$ cat config.mk
export PLATFORM = sky130hd
export DESIGN_NAME = inst_fetch_stage
export DESIGN_NICKNAME = d
export VERILOG_FILES = /design/src/rtl/fetch_pkg.sv /design/src/rtl/fetch_fifo.sv /design/src/rtl/inst_fetch_stage.sv
export SDC_FILE = /design/constraint.sdc
export NUM_CORES = 1
export LEC_CHECK = 0
export BUFFER_PORTS_ARGS = -buffer_cell sky130_fd_sc_hd__buf_4
export CAP_MARGIN = 25
export CORE_MARGIN = 1
export CORE_UTILIZATION = 60
export CTS_BUF_LIST = sky130_fd_sc_hd__clkbuf_8
export DETAILED_ROUTE_END_ITERATION = 8
export HOLD_SLACK_MARGIN = 0.03
export PLACE_DENSITY = 0.94
export SYNTH_ARGS = -nofsm -noshare
export SYNTH_HDL_FRONTEND = slang
export SYNTH_SLANG_ARGS = --single-unit
$ cat constraint.sdc
create_clock -name clk -period 18.35 [get_ports clk]
set_clock_uncertainty 0.15 [all_clocks]
set_input_delay 3.67 -clock clk [delete_from_list [all_inputs] [get_ports clk]]
set_output_delay 3.67 -clock clk [all_outputs]
set_load 0.02 [all_outputs]
$ cat src/rtl/fetch_pkg.sv
// rtl/fetch_pkg.sv - fetch/decode shared types and constants
package fetch_pkg;

    localparam int          XLEN     = 32;
    localparam logic [31:0] INST_NOP = 32'h0000_0013;

    typedef enum logic {
        FETCH = 1'b0,
        FLUSH = 1'b1
    } fetch_state_e;

    localparam logic [6:0] OPC_LUI    = 7'b0110111;
    localparam logic [6:0] OPC_AUIPC  = 7'b0010111;
    localparam logic [6:0] OPC_JAL    = 7'b1101111;
    localparam logic [6:0] OPC_JALR   = 7'b1100111;
    localparam logic [6:0] OPC_BRANCH = 7'b1100011;
    localparam logic [6:0] OPC_LOAD   = 7'b0000011;
    localparam logic [6:0] OPC_STORE  = 7'b0100011;
    localparam logic [6:0] OPC_OP_IMM = 7'b0010011;
    localparam logic [6:0] OPC_OP     = 7'b0110011;
    localparam logic [6:0] OPC_SYSTEM = 7'b1110011;

    function automatic logic [6:0] inst_opcode(input logic [31:0] inst);
        return inst[6:0];
    endfunction

endpackage

$ cat src/rtl/fetch_fifo.sv
// rtl/fetch_fifo.sv - synchronous FIFO with flush and occupancy count
// Used for both the instruction buffer and the in-flight PC queue.
module fetch_fifo #(
    parameter int WIDTH = 32,
    parameter int DEPTH = 2,
    localparam int AW = (DEPTH > 1) ? $clog2(DEPTH) : 1,
    localparam int CW = $clog2(DEPTH) + 1
) (
    input  logic             clk,
    input  logic             rst_n,
    input  logic             i_push,
    input  logic [WIDTH-1:0] i_data,
    input  logic             i_pop,
    input  logic             i_flush,
    output logic [WIDTH-1:0] o_head,
    output logic [CW-1:0]    o_count,
    output logic             o_empty
);

    logic [WIDTH-1:0] r_mem [DEPTH];
    logic [AW-1:0]    r_wr_ptr;
    logic [AW-1:0]    r_rd_ptr;
    logic [CW-1:0]    r_count;
    logic             w_full;
    logic             w_push;
    logic             w_pop;

    assign w_full  = (r_count == CW'(DEPTH));
    assign w_pop   = i_pop & (r_count != '0);
    assign w_push  = i_push & (~w_full | w_pop);
    assign o_head  = r_mem[r_rd_ptr];
    assign o_count = r_count;
    assign o_empty = (r_count == '0);

    always_ff @(posedge clk) begin
        if (w_push && !i_flush) begin
            r_mem[r_wr_ptr] <= i_data;
        end
    end

    always_ff @(posedge clk or negedge rst_n) begin
        if (!rst_n) begin
            r_wr_ptr <= '0;
            r_rd_ptr <= '0;
            r_count  <= '0;
        end else if (i_flush) begin
            r_wr_ptr <= '0;
            r_rd_ptr <= '0;
            r_count  <= '0;
        end else begin
            if (w_push) begin
                r_wr_ptr <= r_wr_ptr + AW'(1);
            end
            if (w_pop) begin
                r_rd_ptr <= r_rd_ptr + AW'(1);
            end
            case ({w_push, w_pop})
                2'b10:   r_count <= r_count + CW'(1);
                2'b01:   r_count <= r_count - CW'(1);
                default: r_count <= r_count;
            endcase
        end
    end

endmodule

$ cat src/rtl/inst_fetch_stage.sv
// rtl/inst_fetch_stage.sv - instruction fetch: PC, credit-limited imem requests, decode buffer
// Optional FETCH_PERF_CNT_EN adds perf_fetched / perf_stall counters.
module inst_fetch_stage
    import fetch_pkg::*;
#(
    parameter logic [31:0] RESET_PC   = 32'h0000_0000,
    parameter int          FIFO_DEPTH = 2
) (
    input  logic        clk,
    input  logic        rst_n,
    output logic        imem_req_valid,
    input  logic        imem_req_ready,
    output logic [31:0] imem_req_addr,
    input  logic        imem_rsp_valid,
    input  logic [31:0] imem_rsp_data,
    input  logic        redirect_valid,
    input  logic [31:0] redirect_pc,
    output logic        id_valid,
    input  logic        id_ready,
    output logic [31:0] id_pc,
    output logic [31:0] id_inst
`ifdef FETCH_PERF_CNT_EN
    ,
    output logic [31:0] perf_fetched,
    output logic [31:0] perf_stall
`endif
);

    localparam int CW = $clog2(FIFO_DEPTH) + 1;
    localparam int UW = CW + 1;

    fetch_state_e    r_state;
    fetch_state_e    w_state_next;
    logic [XLEN-1:0] r_pc;
    logic [CW-1:0]   r_stale;
    logic [CW-1:0]   w_stale_next;

    logic [CW-1:0]   w_if_count;
    logic [CW-1:0]   w_ib_count;
    logic            w_if_empty;
    logic            w_ib_empty;
    logic [31:0]     w_if_head;
    logic [63:0]     w_ib_head;
    logic [UW-1:0]   w_used;
    logic            w_deq;
    logic            w_credit;
    logic            w_req_fire;
    logic            w_rsp_take;
    logic            w_ib_push;
    logic [31:0]     w_redirect_aligned;

    assign w_redirect_aligned = redirect_pc & ~32'h3;
    assign w_deq      = ~w_ib_empty & id_ready;
    assign w_used     = UW'(w_if_count) + UW'(w_ib_count) - UW'(w_deq);
    assign w_credit   = (w_used < UW'(FIFO_DEPTH));

    // Gated by rst_n so the request drops the moment reset is asserted.
    assign imem_req_valid = rst_n & (r_state == FETCH) & w_credit & ~redirect_valid;
    assign imem_req_addr  = r_pc;
    assign w_req_fire     = imem_req_valid & imem_req_ready;

    // The in-flight queue is empty in FLUSH, so only live responses are taken here.
    assign w_rsp_take = imem_rsp_valid & ~w_if_empty;
    assign w_ib_push  = w_rsp_take & ~redirect_valid;

    assign id_valid = ~w_ib_empty;
    assign id_pc    = id_valid ? w_ib_head[63:32] : 32'h0;
    assign id_inst  = id_valid ? w_ib_head[31:0]  : 32'h0;

    fetch_fifo #(.WIDTH(32), .DEPTH(FIFO_DEPTH)) u_inflight (
        .clk     (clk),
        .rst_n   (rst_n),
        .i_push  (w_req_fire),
        .i_data  (r_pc),
        .i_pop   (w_rsp_take),
        .i_flush (redirect_valid),
        .o_head  (w_if_head),
        .o_count (w_if_count),
        .o_empty (w_if_empty)
    );

    fetch_fifo #(.WIDTH(64), .DEPTH(FIFO_DEPTH)) u_ibuf (
        .clk     (clk),
        .rst_n   (rst_n),
        .i_push  (w_ib_push),
        .i_data  ({w_if_head, imem_rsp_data}),
        .i_pop   (w_deq),
        .i_flush (redirect_valid),
        .o_head  (w_ib_head),
        .o_count (w_ib_count),
        .o_empty (w_ib_empty)
    );

    always_comb begin
        w_stale_next = r_stale;
        w_state_next = r_state;
        if (redirect_valid) begin
            if (r_state == FLUSH) begin
                w_stale_next = r_stale - CW'(imem_rsp_valid && (r_stale != '0));
            end else begin
                w_stale_next = w_if_count - CW'(w_rsp_take);
            end
            w_state_next = (w_stale_next != '0) ? FLUSH : FETCH;
        end else if (r_state == FLUSH && imem_rsp_valid && r_stale != '0) begin
            w_stale_next = r_stale - CW'(1);
            w_state_next = (w_stale_next == '0) ? FETCH : FLUSH;
        end
    end

    always_ff @(posedge clk or negedge rst_n) begin
        if (!rst_n) begin
            r_pc    <= RESET_PC;
            r_state <= FETCH;
            r_stale <= '0;
        end else begin
            r_state <= w_state_next;
            r_stale <= w_stale_next;
            if (redirect_valid) begin
                r_pc <= w_redirect_aligned;
            end else if (w_req_fire) begin
                r_pc <= r_pc + 32'd4;
            end
        end
    end

`ifdef FETCH_PERF_CNT_EN
    logic [31:0] r_perf_fetched;
    logic [31:0] r_perf_stall;

    always_ff @(posedge clk or negedge rst_n) begin
        if (!rst_n) begin
            r_perf_fetched <= 32'h0;
            r_perf_stall   <= 32'h0;
        end else begin
            if (w_deq) begin
                r_perf_fetched <= r_perf_fetched + 32'd1;
            end
            if (r_state == FETCH && !w_credit) begin
                r_perf_stall <= r_perf_stall + 32'd1;
            end
        end
    end

    assign perf_fetched = r_perf_fetched;
    assign perf_stall   = r_perf_stall;
`endif

endmodule

# --- Word level (Yosys, flattened, before mapping) ---
# Memories as Yosys holds them, arrays and structs flattened.
# Index checks and enable logic that the tools add are counted.
totals:
  ff_bits: 43
  ram_bits: 192
  input_bits: 70
  out_inout_bits: 98
  wordCells: 100
  memories: 2
classes:
  add_sub_neg: 14
  n_lt_le_gt_ge: 1
  n_eq_ne: 6
  mux: 28
  bitwise: 19
  reduce_logical: 21
mem_list:
  columns: ["memory", "words", "width", "rd", "rd_ports_with_merged_regs", "write_ports", "line", "text"]
  rows:
  - ["u_ibuf.r_mem", 2, 64, 1, 0, 1, "fetch_fifo.sv:20", "logic [WIDTH-1:0] r_mem [DEPTH];"]
  - ["u_inflight.r_mem", 2, 32, 1, 0, 1, "fetch_fifo.sv:20", null]
op_table:
  columns: ["operator", "n"]
  rows:
  - ["32-bit two-way mux", 4]
  - ["32-bit by 3-bit adder with 32-bit output, second input constant", 1]
  - ["2-bit nonzero test", 10]
  - ["1-bit two-way mux", 16]
  - ["2-bit two-way mux", 6]
  - ["1-bit bitwise AND", 11]
  - ["2-bit == test, second input constant", 4]
  - ["2-bit case mux with 2 select lines", 2]
  - ["2-bit zero test", 3]
  - ["1-bit NOT", 6]
  - ["3-bit nonzero test", 2]
  - ["2-bit by 1-bit subtractor with 2-bit output, second input constant", 3]
  - ["1-bit logical AND", 5]
  - ["1-bit adder, second input constant", 4]
  - ["2-bit by 1-bit adder with 2-bit output, second input constant", 2]
  - ["2-bit by 1-bit == test with 1-bit output, second input constant", 2]
  - ["2-bit by 1-bit subtractor with 2-bit output", 2]
  - ["2-bit by 2-bit adder with 3-bit output", 1]
  - ["3-bit by 2-bit less-than comparator with 1-bit output, second input constant", 1]
  - ["3-bit by 1-bit subtractor with 3-bit output", 1]
  - ["1-bit OR", 2]
  - ["1-bit zero test", 1]

# --- Logic depth before layout (Yosys ltp) ---
# Gate-level depths: netlist of run 1.
depth:
  word_depth: 12
  ltp_mapped: 11

# --- Hierarchy ---
# Synthesis of run 1 repeated with hierarchy kept, for this count alone.
hier_totals:
  hier_cells: 673
  hier_area_um2: 10102.2
modules_own_cells:
  columns: ["module", "n_inst", "cells_each", "area_per_inst_um2"]
  rows:
  - ["fetch_fifo at u_ibuf", 1, 224, 4879.7]
  - ["inst_fetch_stage", 1, 324, 2658.8]
  - ["fetch_fifo at u_inflight", 1, 125, 2563.7]

# --- Least setup slack after synthesis of run 1 ---
# OpenSTA, ideal clock, no wires.
synth_timing:
  path_type: "input-to-reg"
  start: "input port redirect_valid"
  end: "memory u_ibuf.r_mem[1][0], enable pin"
  setup_ps: 571
  t_arrival_ps: 8826
  setup_slack_ps: 8803
  path_stages: 4
  path_buffers: 3
  cell_sequence: "clkbuf_1 > clkbuf_1 > clkbuf_1 > nor3b_1"
synth_via:
  elab_chain_len: 6
  word_cells_on_any_way: 7
synth_lines:
  columns: ["element", "line", "text"]
  rows:
  - ["start, declared", "inst_fetch_stage.sv:16", "input logic redirect_valid,"]
  - ["1-bit NOT", "inst_fetch_stage.sv:64", "assign w_ib_push = w_rsp_take & ~redirect_valid;"]
  - ["1-bit bitwise AND", "inst_fetch_stage.sv:64", null]
  - ["1-bit bitwise AND", "fetch_fifo.sv:30", "assign w_push = i_push & (~w_full | w_pop);"]
  - ["1-bit logical AND *", "fetch_fifo.sv:36", "if (w_push && !i_flush) begin"]
  - ["1-bit two-way mux *", "fetch_fifo.sv:36", null]
  - ["1-bit two-way mux (implied by the code) *", "fetch_fifo.sv:37", "r_mem[r_wr_ptr] <= i_data;"]
  - ["end, declared", "fetch_fifo.sv:20", null]
# Mark *: on every way between the ends. The rest lies on a longest branch, timed or not.

# --- Worst setup path in the final report of run 1 ---
layout_timing:
  start: "input port id_ready"
  end: "output port imem_req_valid"
layout_via:
  elab_chain_len: 5
layout_lines:
  columns: ["element", "line", "text"]
  rows:
  - ["start, declared", "inst_fetch_stage.sv:19", "input logic id_ready,"]
  - ["1-bit bitwise AND", "inst_fetch_stage.sv:53", "assign w_deq = ~w_ib_empty & id_ready;"]
  - ["3-bit by 1-bit subtractor with 3-bit output", "inst_fetch_stage.sv:54", "assign w_used = UW'(w_if_count) + UW'(w_ib_count) - UW'(w_deq);"]
  - ["3-bit by 2-bit less-than comparator with 1-bit output", "inst_fetch_stage.sv:55", "assign w_credit = (w_used < UW'(FIFO_DEPTH));"]
  - ["1-bit bitwise AND (2 in series)", "inst_fetch_stage.sv:58", "assign imem_req_valid = rst_n & (r_state == FETCH) & w_credit & ~redirect_valid;"]
  - ["end, declared", "inst_fetch_stage.sv:11", "output logic imem_req_valid,"]
# Every way passes these cells.

==> tab_implementation.tex, run 1 <==
\begin{tabular}{lr}
\hline
Metric & Value \\
\hline
\multicolumn{2}{l}{\textbf{Synth}} \\
Avg Cell Area, Syn & 13.9 sq um \\
Main flop type after synthesis & sky130\_fd\_sc\_hd\_\_edfxtp\_1 \\
Number of library cell types mapped by synthesis & 51 \\
Post-synth top area cell & sky130\_fd\_sc\_hd\_\_edfxtp\_1 \\
Top post-synthesis cells by area & sky130\_fd\_sc\_hd\_\_edfxtp\_1 58\%, sky130\_fd\_sc\_hd\_\_dfrtp\_1 11\%, sky130\_fd\_sc\_hd\_\_mux2i\_1 6.6\% \\
Mux cell area share after synthesis & 10.1\% \\
Synthesized cell area & 9580 sq um \\
Synth Area in Adders & 1.12\% \\
Area fraction in and, or, nand and nor cells after synthesis & 12.0\% \\
Number of register bits inferred by synthesis & 225 \\
Compound-gate portion of the synthesized area & 4.59\% \\
Seq/Total Area, Yosys & 68.4\% \\
Xor and xnor fraction of the mapped netlist area & 1.55\% \\
Yosys Warn Count & 0 \\
Post-Synthesis Cells & 689 \\
Number of synthesized flops with an enable pin & 184 \\
Share of the synthesized area in the top cell type & 57.7\% \\
Largest family of logic cells by synthesized area & simple AND/OR/NAND/NOR gates \\
FFs w/ async S/R, synth & 18.2\% \\
\multicolumn{2}{l}{\textbf{Global routing}} \\
Final global-route overflow total & 0 \\
Initial antenna violation count & 0 \\
Aggregate global-route resource usage & 26.6\% \\
Global Route met2 Usage & 45.8\% \\
Global-route layer with the greatest usage & met2 \\
First-pass GRT wire length & 33.3 mm \\
Met1 usage & 32.5\% \\
Maximum number of pins on one net before global-route repair & 74 \\
Via count of the first global-routing pass & 6,450 \\
Met3 track utilization from global routing & 6.11\% \\
\multicolumn{2}{l}{\textbf{Timing}} \\
Slew at the pin with the worst max-slew slack & 0.998 ns \\
Final clock period utilization by the worst path & 51.0\% \\
Final sum of negative setup slack & 0 ns \\
Final period demand of the worst path & 9.36 ns \\
Final hold violation count & 0 \\
Relative slew slack & 33.5\% \\
Unrepaired setup endpoints after global routing & no \\
Final count of pins violating max slew & 0 \\
Final Setup Violations & 0 \\
Highest attainable clock frequency & 107 MHz \\
\multicolumn{2}{l}{\textbf{Run status}} \\
Status & finished clean \\
\multicolumn{2}{l}{\textbf{Power and ir drop}} \\
Peak supply drop & 0.0726 mV \\
Sequential group share of total power & 51.6\% \\
Net switching power & 0.292 mW \\
Final total power & 1.17 mW \\
Power per standard cell area & 99.5 nW/um\^{}2 \\
Leakage dissipation & 4.29 nW \\
Combinational cell fraction of total power & 11.7\% \\
Switching power as a share of total power & 25.0\% \\
Share of power burned in the clock network & 36.7\% \\
Power Internal & 0.878 mW \\
\multicolumn{2}{l}{\textbf{Clocking}} \\
Clock buffers created by TritonCTS & 36 \\
Setup Fix Bufs, Post-CTS & 0 \\
Worst-path clk slew & 0.06 ns \\
Count of cells resized by post-cts repair & 0 \\
Number of clock sinks & 225 \\
Clock root buffer & sky130\_fd\_sc\_hd\_\_clkbuf\_8 \\
Later-pin clock latency in the skew report & 0.52 ns \\
TritonCTS clock tree & yes \\
Hold buffer count at CTS & 0 \\
Max clock buf depth & 3 \\
Maximum level of the CTS H-tree & 2 \\
\multicolumn{2}{l}{\textbf{Detailed routing}} \\
Via count of the routed design & 6,503 \\
Antenna violation net count after detailed routing & 0 \\
Total wire length & 21.3 mm \\
Via density per instance & 5.90 \\
Post-detailed-route wirelength per cell & 19.4 microns \\
First-iteration detailed-routing DRC count & 605 \\
First-pass detailed-route iteration total & 5 \\
Post-detailed-route DRC marker count & 0 \\
\multicolumn{2}{l}{\textbf{Critical path}} \\
Element type at the critical path end & output pin \\
Worst-path maximum fanout & 5 \\
Logic depth of the worst register-to-register path & 10 \\
Startpoint Class & input pin \\
Crit path kind & in2out \\
Required time worst endpoint & 14.53 ns \\
Data arrival time of the critical path & 5.54 ns \\
\multicolumn{2}{l}{\textbf{Layout}} \\
Fraction of final layout cells sized beyond drive strength 1 & 29.5\% \\
Final antenna diode count & 0 \\
Net count, final & 941 \\
Area growth, synth to finish & 22.9\% \\
\multicolumn{2}{l}{\textbf{Floorplan}} \\
Floorplan row count & 45 \\
I/O pin total & 168 \\
Area of the core region & 15,400 sq um \\
Die height & 128 microns \\
Starting utilization of the core area & 62.3\% \\
Die X-Extent & 128 microns \\
Area of the die & 16,500 sq um \\
\multicolumn{2}{l}{\textbf{Job}} \\
Maximum capacitance violations & 0 \\
\multicolumn{2}{l}{\textbf{Placement}} \\
Number of port buffers & 161 \\
GPL Wtd Cong & 0.887 \\
Dpl hpwl & 13.7 mm \\
\multicolumn{2}{l}{\textbf{Hold path}} \\
Worst hold-check path type & reg2reg \\
Cell depth of the worst hold path & 1 \\
\hline
\end{tabular}
==> final cells by class <==
class / count / area, sq um
Clock buffer: 42 / 578
Clock inverter: 24 / 166
Fill cell: 906 / 3600
Inverter: 12 / 45.0
Multi-Input combinational cell: 417 / 2850
Sequential cell: 225 / 6560
Tap cell: 211 / 264
Timing Repair Buffer: 171 / 1310
==> final timing paths <==
path                                                         from                           endpoint  slack, ns
worst max-delay path                                     id_ready                     imem_req_valid       8.99
worst min-delay path            u_inflight.r_mem[1][25]$_DFFE_PP_      u_ibuf.r_mem[0][57]$_DFFE_PP_       0.41
worst max register to register      u_ibuf.o_count[0]$_DFFE_PN0P_  u_inflight.r_mem[1][10]$_DFFE_PP_      14.19
worst min register to register  u_inflight.r_mem[1][25]$_DFFE_PP_      u_ibuf.r_mem[0][57]$_DFFE_PP_       0.41
max in group asynchronous                                   rst_n        u_ibuf.r_rd_ptr$_DFFE_PN0P_      14.57
min in group asynchronous                                   rst_n      imem_req_addr[22]$_DFFE_PN0P_       3.02
==> cell usage after synthesis (4+ instances only) <==
cell,count
sky130_fd_sc_hd__o31ai_1,4
sky130_fd_sc_hd__nand2_1,32
sky130_fd_sc_hd__mux2_2,30
sky130_fd_sc_hd__dfrtp_1,41
sky130_fd_sc_hd__clkbuf_1,27
sky130_fd_sc_hd__buf_2,4
sky130_fd_sc_hd__nand4_1,17
sky130_fd_sc_hd__xor2_1,4
sky130_fd_sc_hd__o21ai_0,26
sky130_fd_sc_hd__or4_1,11
sky130_fd_sc_hd__o211ai_1,4
sky130_fd_sc_hd__nand2b_1,4
sky130_fd_sc_hd__mux2i_1,63
sky130_fd_sc_hd__or3_1,4
sky130_fd_sc_hd__nor2b_1,12
sky130_fd_sc_hd__edfxtp_1,184
sky130_fd_sc_hd__a21oi_1,7
sky130_fd_sc_hd__a31oi_1,9
sky130_fd_sc_hd__buf_4,4
sky130_fd_sc_hd__and4_1,5
sky130_fd_sc_hd__xnor2_1,13
sky130_fd_sc_hd__nand3_1,22
sky130_fd_sc_hd__nor3_1,8
sky130_fd_sc_hd__nor4_1,5
sky130_fd_sc_hd__ha_1,7
sky130_fd_sc_hd__inv_1,12
sky130_fd_sc_hd__nor2_1,86
==> flip-flops by register name (all words and copies together) (netlist names) <==
register             flops
u_inflight.r_rd_ptr      1
imem_req_addr           30
u_ibuf.r_rd_ptr          1
u_ibuf.r_mem           124
u_inflight.r_wr_ptr      1
r_state                  1
u_ibuf.o_count           2
u_inflight.r_mem        60
r_stale                  2
u_inflight.o_count       2
u_ibuf.r_wr_ptr          1
==> per-stage QoR <==
stage / hold WS (ns) / instance area [sq um] / std cells / worst slack (ns) / util [%]
4_1_cts: 0.398 / 11700 / 1101 / 8.99 / 76.4
6_report: 0.411 / 11800 / 1102 / 8.99 / 76.6
2_1_floorplan: 0.369 / 9590 / 692 / 8.80 / -
3_5_place_dp: 0.401 / 11000 / 1035 / 9.01 / 71.5
3_3_place_gp: 0.390 / 11000 / 1033 / 9.02 / 71.4
5_1_grt: 0.417 / 11800 / 1102 / 8.90 / 76.6
==> worst max-delay path, stage by stage <==
cell and delay, ns:
sky130_fd_sc_hd__buf_4 0.13, sky130_fd_sc_hd__and2_1 0.16, sky130_fd_sc_hd__ha_1 0.27, sky130_fd_sc_hd__nand2b_1 0.15, sky130_fd_sc_hd__fa_1 0.58, sky130_fd_sc_hd__nand3b_1 0.17
sky130_fd_sc_hd__nor3_1 0.21, sky130_fd_sc_hd__buf_4 0.18
==> logic make-up (layout without fill, tap and decap cells) <==
family | Yosys count | in the layout
AND/OR/NAND/NOR | 226 | 226
flip-flops | 225 | 225
multiplexers | 93 | 93
AO/OA/AOI/OAI | 69 | 69
buffers and inverters | 50 | 249
XOR/XNOR | 17 | 17
adder cells (fa/ha/maj) | 8 | 8
other | 1 | 4
==> per-layer routing <==
| layer | share of wire (%) | up-vias |
|---|---|---|
| met5 | 0 | - |
| met4 | 3.4 | 0 |
| met3 | 8.9 | 68 |
| met2 | 50 | 349 |
| met1 | 38 | 3148 |
| li1 | - | 2938 |
==> power groups by stage <==
stage	registers (mW)	clock network, mW	logic, mW
finish	0.604	0.430	0.137
global placement	0.613	0	0.126
CTS	0.605	0.437	0.134
global route	0.606	0.460	0.149
detailed placement	0.615	0	0.133
floorplan	0.614	0	0.0753
==> cells in the final DEF (no fill, tap or decap), types with 3 or more instances in the layout <==
cell type	synthesis	routed
sky130_fd_sc_hd__clkinv_1	0	4
sky130_fd_sc_hd__clkbuf_8	0	42
sky130_fd_sc_hd__o211ai_1	4	4
sky130_fd_sc_hd__nand4_1	17	17
sky130_fd_sc_hd__xnor2_1	13	13
sky130_fd_sc_hd__edfxtp_1	184	184
sky130_fd_sc_hd__inv_1	12	22
sky130_fd_sc_hd__dfrtp_1	41	40
sky130_fd_sc_hd__conb_1	1	4
sky130_fd_sc_hd__ha_1	7	7
sky130_fd_sc_hd__nor2_1	86	85
sky130_fd_sc_hd__inv_6	0	3
sky130_fd_sc_hd__a21oi_1	7	7
sky130_fd_sc_hd__o21a_1	3	3
sky130_fd_sc_hd__clkinv_2	0	4
sky130_fd_sc_hd__a221oi_1	3	3
sky130_fd_sc_hd__and2_1	3	3
sky130_fd_sc_hd__nand2_1	32	32
sky130_fd_sc_hd__a211oi_1	3	3
sky130_fd_sc_hd__or4_1	11	11
sky130_fd_sc_hd__buf_4	4	169
sky130_fd_sc_hd__mux2_2	30	30
sky130_fd_sc_hd__nor4_1	5	4
sky130_fd_sc_hd__nand2b_1	4	4
sky130_fd_sc_hd__mux2i_1	63	63
sky130_fd_sc_hd__nor3_1	8	7
sky130_fd_sc_hd__xor2_1	4	4
sky130_fd_sc_hd__nand3_1	22	22
sky130_fd_sc_hd__a31oi_1	9	9
sky130_fd_sc_hd__or3_1	4	4
sky130_fd_sc_hd__o21ai_0	26	26
sky130_fd_sc_hd__nor2b_1	12	12
sky130_fd_sc_hd__o311ai_0	3	3
sky130_fd_sc_hd__and3_1	3	3
sky130_fd_sc_hd__o31ai_1	4	4
sky130_fd_sc_hd__and4_1	5	5
No activity file was read; power rests on OpenSTA's default activity.
==> run 2: changes to the inputs <==
--- a/config.mk
+++ b/config.mk
@@ -5,14 +5,15 @@
 export SDC_FILE = /design/constraint.sdc
 export NUM_CORES = 1
 export LEC_CHECK = 0
+export ABC_AREA = 1
 export BUFFER_PORTS_ARGS = -buffer_cell sky130_fd_sc_hd__buf_4
 export CAP_MARGIN = 25
 export CORE_MARGIN = 1
-export CORE_UTILIZATION = 60
+export CORE_UTILIZATION = 53
 export CTS_BUF_LIST = sky130_fd_sc_hd__clkbuf_8
 export DETAILED_ROUTE_END_ITERATION = 8
 export HOLD_SLACK_MARGIN = 0.03
-export PLACE_DENSITY = 0.94
+export PLACE_DENSITY = 0.88
 export SYNTH_ARGS = -nofsm -noshare
 export SYNTH_HDL_FRONTEND = slang
 export SYNTH_SLANG_ARGS = --single-unit
==> constraint.sdc (replaced) <==
create_clock -name clk -period 8.3 [get_ports clk]
set_clock_uncertainty 0.15 [all_clocks]
set_input_delay 1.66 -clock clk [delete_from_list [all_inputs] [get_ports clk]]
set_output_delay 1.66 -clock clk [all_outputs]
set_load 0.02 [all_outputs]
==> run 2 against run 1 <==
Combinational power grew to 7.2 times the previous value. Critical path type unchanged. Die area is 16% higher. Non-clock buffer count is 3 lower. The run now ends with design-rule violations left. Sequential power is 140% higher. Synthesized cell count is 41% higher. Highest routed layer unchanged.
==> tab_implementation.tex, run 2 <==
\begin{tabular}{lr}
\hline
Metric & Value \\
\hline
\multicolumn{2}{l}{\textbf{Hold path}} \\
Cell depth of the worst hold path & 2 (+1) \\
Hold worst-path end & u\_ibuf.r\_mem[0][56]\$\_DFFE\_PP\_ \\
Worst hold start & u\_inflight.r\_mem[0][24]\$\_DFFE\_PP\_ \\
Worst hold-check path type & reg2reg \\
\multicolumn{2}{l}{\textbf{Synth}} \\
FFs w/ async S/R, synth & 18.2\% (unchanged) \\
Post-Synthesis Cells & 969 (+41\%) \\
Share of the synthesized area in the top cell type & 56.2\% (-1.5 points) \\
Yosys Warn Count & 0 (unchanged) \\
Avg Cell Area, Syn & 10.1 sq um (-27\%) \\
Seq/Total Area, Yosys & 66.6\% (-1.8 points) \\
Number of register bits inferred by synthesis & 225 (unchanged) \\
Post-synth top area cell & sky130\_fd\_sc\_hd\_\_edfxtp\_1 \\
Top post-synthesis cells by area & sky130\_fd\_sc\_hd\_\_edfxtp\_1 56\%, sky130\_fd\_sc\_hd\_\_nand2\_1 16\%, sky130\_fd\_sc\_hd\_\_dfrtp\_1 10\% \\
Most used standard cells in the synthesized netlist & 411 x sky130\_fd\_sc\_hd\_\_nand2\_1, 184 x sky130\_fd\_sc\_hd\_\_edfxtp\_1, 65 x sky130\_fd\_sc\_hd\_\_a21oi\_1, 53 x sky130\_fd\_sc\_hd\_\_inv\_1, 52 x sky130\_fd\_sc\_hd\_\_nor2\_1 \\
Most common cell in the synthesized netlist & sky130\_fd\_sc\_hd\_\_nand2\_1 \\
Number of synthesized flops with an enable pin & 184 (unchanged) \\
Synthesized cell area & 9830 sq um (+2.7\%) \\
Main flop type after synthesis & sky130\_fd\_sc\_hd\_\_edfxtp\_1 \\
Number of library cell types mapped by synthesis & 34 (-33\%) \\
\multicolumn{2}{l}{\textbf{Floorplan}} \\
Area of the die & 19,100 sq um (+16\%) \\
Floorplan row count & 49 (+8.9\%) \\
I/O pin total & 168 (unchanged) \\
Starting utilization of the core area & 54.4\% (-7.9 points) \\
Die height & 138 microns (+7.7\%) \\
Die X-Extent & 138 microns (+7.7\%) \\
Area of the core region & 18,100 sq um (+18\%) \\
\multicolumn{2}{l}{\textbf{Layout}} \\
Register area & 6550 sq um (about the same) \\
Fill cell instance count of the final layout & 1,377 (+52\%) \\
Top reg by flops & u\_ibuf.r\_mem \\
Combined area of the multi-input logic cells & 2900 sq um (+1.6\%) \\
Fraction of final layout cells sized beyond drive strength 1 & 21.2\% (-8.3 points) \\
Most frequent cells in the layout & 411 x sky130\_fd\_sc\_hd\_\_nand2\_1, 184 x sky130\_fd\_sc\_hd\_\_edfxtp\_1, 167 x sky130\_fd\_sc\_hd\_\_buf\_4 \\
Flip-flop count of the largest register after layout & 124 (unchanged) \\
Net count, final & 1,217 (+29\%) \\
Area growth, synth to finish & 21.4\% \\
Final antenna diode count & 0 (unchanged) \\
Most common cell after layout, fill and taps aside & sky130\_fd\_sc\_hd\_\_nand2\_1 \\
\multicolumn{2}{l}{\textbf{Timing}} \\
Slew at the pin with the worst max-slew slack & 0.977 ns (-0.0214 ns) \\
Final Setup Violations & 0 (unchanged) \\
Unrepaired setup endpoints after global routing & no \\
Final hold violation count & 0 (unchanged) \\
Worst Setup Slack, final & 2.88 ns (-6.11 ns) \\
Final count of pins violating max slew & 0 (unchanged) \\
Final clock period utilization by the worst path & 65.3\% \\
Relative slew slack & 34.9\% (+1.4 points) \\
Highest attainable clock frequency & 185 MHz \\
Final period demand of the worst path & 5.42 ns \\
Final sum of negative setup slack & 0 ns (unchanged) \\
\multicolumn{2}{l}{\textbf{Global routing}} \\
First-pass GRT wire length & 34.5 mm (+3.5\%) \\
Maximum number of pins on one net before global-route repair & 64 (-14\%) \\
Initial antenna violation count & 0 (unchanged) \\
Aggregate global-route resource usage & 22.7\% (-3.8 points) \\
Final global-route overflow total & 0 (unchanged) \\
Via count of the first global-routing pass & 7,121 (+10\%) \\
\multicolumn{2}{l}{\textbf{Power and ir drop}} \\
Leakage dissipation & 5.03 nW (+17\%) \\
Peak supply drop & 0.166 mV (+130\%) \\
Net switching power & 1.14 mW (+290\%) \\
Power Internal & 2.21 mW (+150\%) \\
Share of power burned in the clock network & 27.4\% (-9.3 points) \\
Combinational cell fraction of total power & 29.5\% (+18 points) \\
Power per standard cell area & 281 nW/um\^{}2 (+180\%) \\
Sequential group share of total power & 43.1\% (-8.5 points) \\
Final total power & 3.35 mW (+190\%) \\
Switching power as a share of total power & 33.9\% (+9.0 points) \\
\multicolumn{2}{l}{\textbf{Clocking}} \\
Number of clock sinks & 225 (unchanged) \\
Hold buffer count at CTS & 0 (unchanged) \\
Clock buffers created by TritonCTS & 36 (unchanged) \\
Setup Fix Bufs, Post-CTS & 0 (unchanged) \\
Max clock buf depth & 3 (unchanged) \\
TritonCTS clock tree & yes \\
Worst-path clk slew & 0.06 ns (about the same) \\
Maximum level of the CTS H-tree & 2 (unchanged) \\
Clock root buffer & sky130\_fd\_sc\_hd\_\_clkbuf\_8 \\
Later-pin clock latency in the skew report & 0.52 ns (about the same) \\
Count of cells resized by post-cts repair & 0 (unchanged) \\
\multicolumn{2}{l}{\textbf{Run status}} \\
Violations in the final reports & design-rule violations \\
Status & complete, but fails checks \\
\multicolumn{2}{l}{\textbf{Critical path}} \\
Worst r2r src & u\_ibuf.o\_count[0]\$\_DFFE\_PN0P\_ \\
Worst R2R Setup Slack & 4.05 ns (-10.14 ns) \\
Crit path kind & in2out \\
Logic depth of the worst register-to-register path & 15 (+5) \\
Startpoint Class & input pin \\
Endpoint of the worst register-to-register path & u\_inflight.r\_mem[1][19]\$\_DFFE\_PP\_ \\
Worst-path maximum fanout & 4 (-1) \\
Required time worst endpoint & 6.49 ns (-8.04 ns) \\
Element type at the critical path end & output pin \\
Data arrival time of the critical path & 3.61 ns (-1.93 ns) \\
\multicolumn{2}{l}{\textbf{Detailed routing}} \\
Via density per instance & 5.20 (-12\%) \\
Antenna violation net count after detailed routing & 0 (unchanged) \\
Via count of the routed design & 7,244 (+11\%) \\
First-pass detailed-route iteration total & 7 (+2) \\
Post-detailed-route DRC marker count & 32 (+32) \\
Post-detailed-route wirelength per cell & 15.2 microns (-21\%) \\
First-iteration detailed-routing DRC count & 546 (-9.8\%) \\
Total wire length & 21.2 mm (-0.73\%) \\
\multicolumn{2}{l}{\textbf{Job}} \\
Maximum capacitance violations & 0 (unchanged) \\
\multicolumn{2}{l}{\textbf{Placement}} \\
Dpl hpwl & 13.7 mm (-0.56\%) \\
Number of port buffers & 161 (unchanged) \\
Worst setup slack before clock tree synthesis & 2.91 ns (-6.10 ns) \\
GPL Wtd Cong & 0.927 (+4.4\%) \\
\hline
\end{tabular}
run 2: cell types whose count changed in the layout (fill, tap and decap cells not counted), moves of 8 or more:
| cell | previous run | this run |
|---|---|---|
| sky130_fd_sc_hd__a31oi_1 | 9 | 1 |
| sky130_fd_sc_hd__nor2b_1 | 12 | 0 |
| sky130_fd_sc_hd__inv_1 | 22 | 63 |
| sky130_fd_sc_hd__nor2_1 | 85 | 48 |
| sky130_fd_sc_hd__or4_1 | 11 | 0 |
| sky130_fd_sc_hd__nand2_1 | 32 | 411 |
| sky130_fd_sc_hd__mux2_2 | 30 | 0 |
| sky130_fd_sc_hd__mux2i_1 | 63 | 0 |
| sky130_fd_sc_hd__nand3_1 | 22 | 35 |
| sky130_fd_sc_hd__a21oi_1 | 7 | 65 |
| sky130_fd_sc_hd__nand4_1 | 17 | 3 |
run 2: area by class of cell:
type                       count  area share, %
sequential                   225           54.9
multi-input combinational    648           24.3
timing repair buffer         168           10.7
clock buffer                  37           4.27
tap                          229           2.40
inverter                      60           1.91
clock inverter                25           1.54
run 2: power groups by stage:
stage	Clock [mW]	Combinational [mW]	Sequential (mW)
after floorplan	0	0.596	1.46
after global routing	0.984	1.09	1.45
after CTS	0.938	0.997	1.44
after detailed placement	0	0.992	1.46
final	0.918	0.989	1.44
after global placement	0	0.959	1.46
run 2: stage by stage:
step / area (sq um) / hold WS, ns / instances / utilization [%]
2_1_floorplan: 9840 / 0.334 / 972 / -
3_3_place_gp: 11200 / 0.366 / 1329 / 62.0
3_5_place_dp: 11200 / 0.379 / 1330 / 62.1
4_1_cts: 11900 / 0.376 / 1392 / 66.0
5_1_grt: 11900 / 0.397 / 1392 / 66.0
6_report: 11900 / 0.383 / 1392 / 66.0
run 2: cell families after synthesis:
group | after synthesis | synth area share (%)
AO/OA/AOI/OAI | 102 | 5.51
buffers and inverters | 99 | 4.20
XOR/XNOR | 15 | 1.34
flip-flops | 225 | 66.6
AND/OR/NAND/NOR | 519 | 21.2
adder cells (fa/ha/maj) | 8 | 1.09
other | 1 | 0.0381
run 2: worst max-delay path, cell delays in order:
cell and delay (ns):
sky130_fd_sc_hd__buf_4 0.12, sky130_fd_sc_hd__nand2_1 0.12, sky130_fd_sc_hd__inv_1 0.09, sky130_fd_sc_hd__ha_1 0.27, sky130_fd_sc_hd__or2_2 0.30, sky130_fd_sc_hd__fa_1 0.50
sky130_fd_sc_hd__nand2_1 0.10, sky130_fd_sc_hd__nor2_4 0.18, sky130_fd_sc_hd__nand2_1 0.07, sky130_fd_sc_hd__inv_1 0.06, sky130_fd_sc_hd__buf_4 0.13
run 2: worst max path at each step:
stage,start,to,slack (ns),cells past startpoint
2_1_floorplan,imem_rsp_valid,u_ibuf.r_mem[0][0]$_DFFE_PP_,3.05,4
3_3_place_gp,id_ready,imem_req_valid,3.01,11
3_5_place_dp,id_ready,imem_req_valid,2.91,11
4_1_cts,u_ibuf.o_count[0]$_DFFE_PN0P_,imem_req_valid,2.89,13
5_1_grt,u_ibuf.o_count[0]$_DFFE_PN0P_,imem_req_valid,2.74,13
6_report,id_ready,imem_req_valid,2.88,11
run 2: routing by layer:
metal	share of wire, %	vias up	GRT usage [%]
met5	0	-	0
met4	3.7	0	12.1
met3	8.0	65	4.47
met2	48	315	37.1
met1	41	3336	29.0
li1	-	3528	-
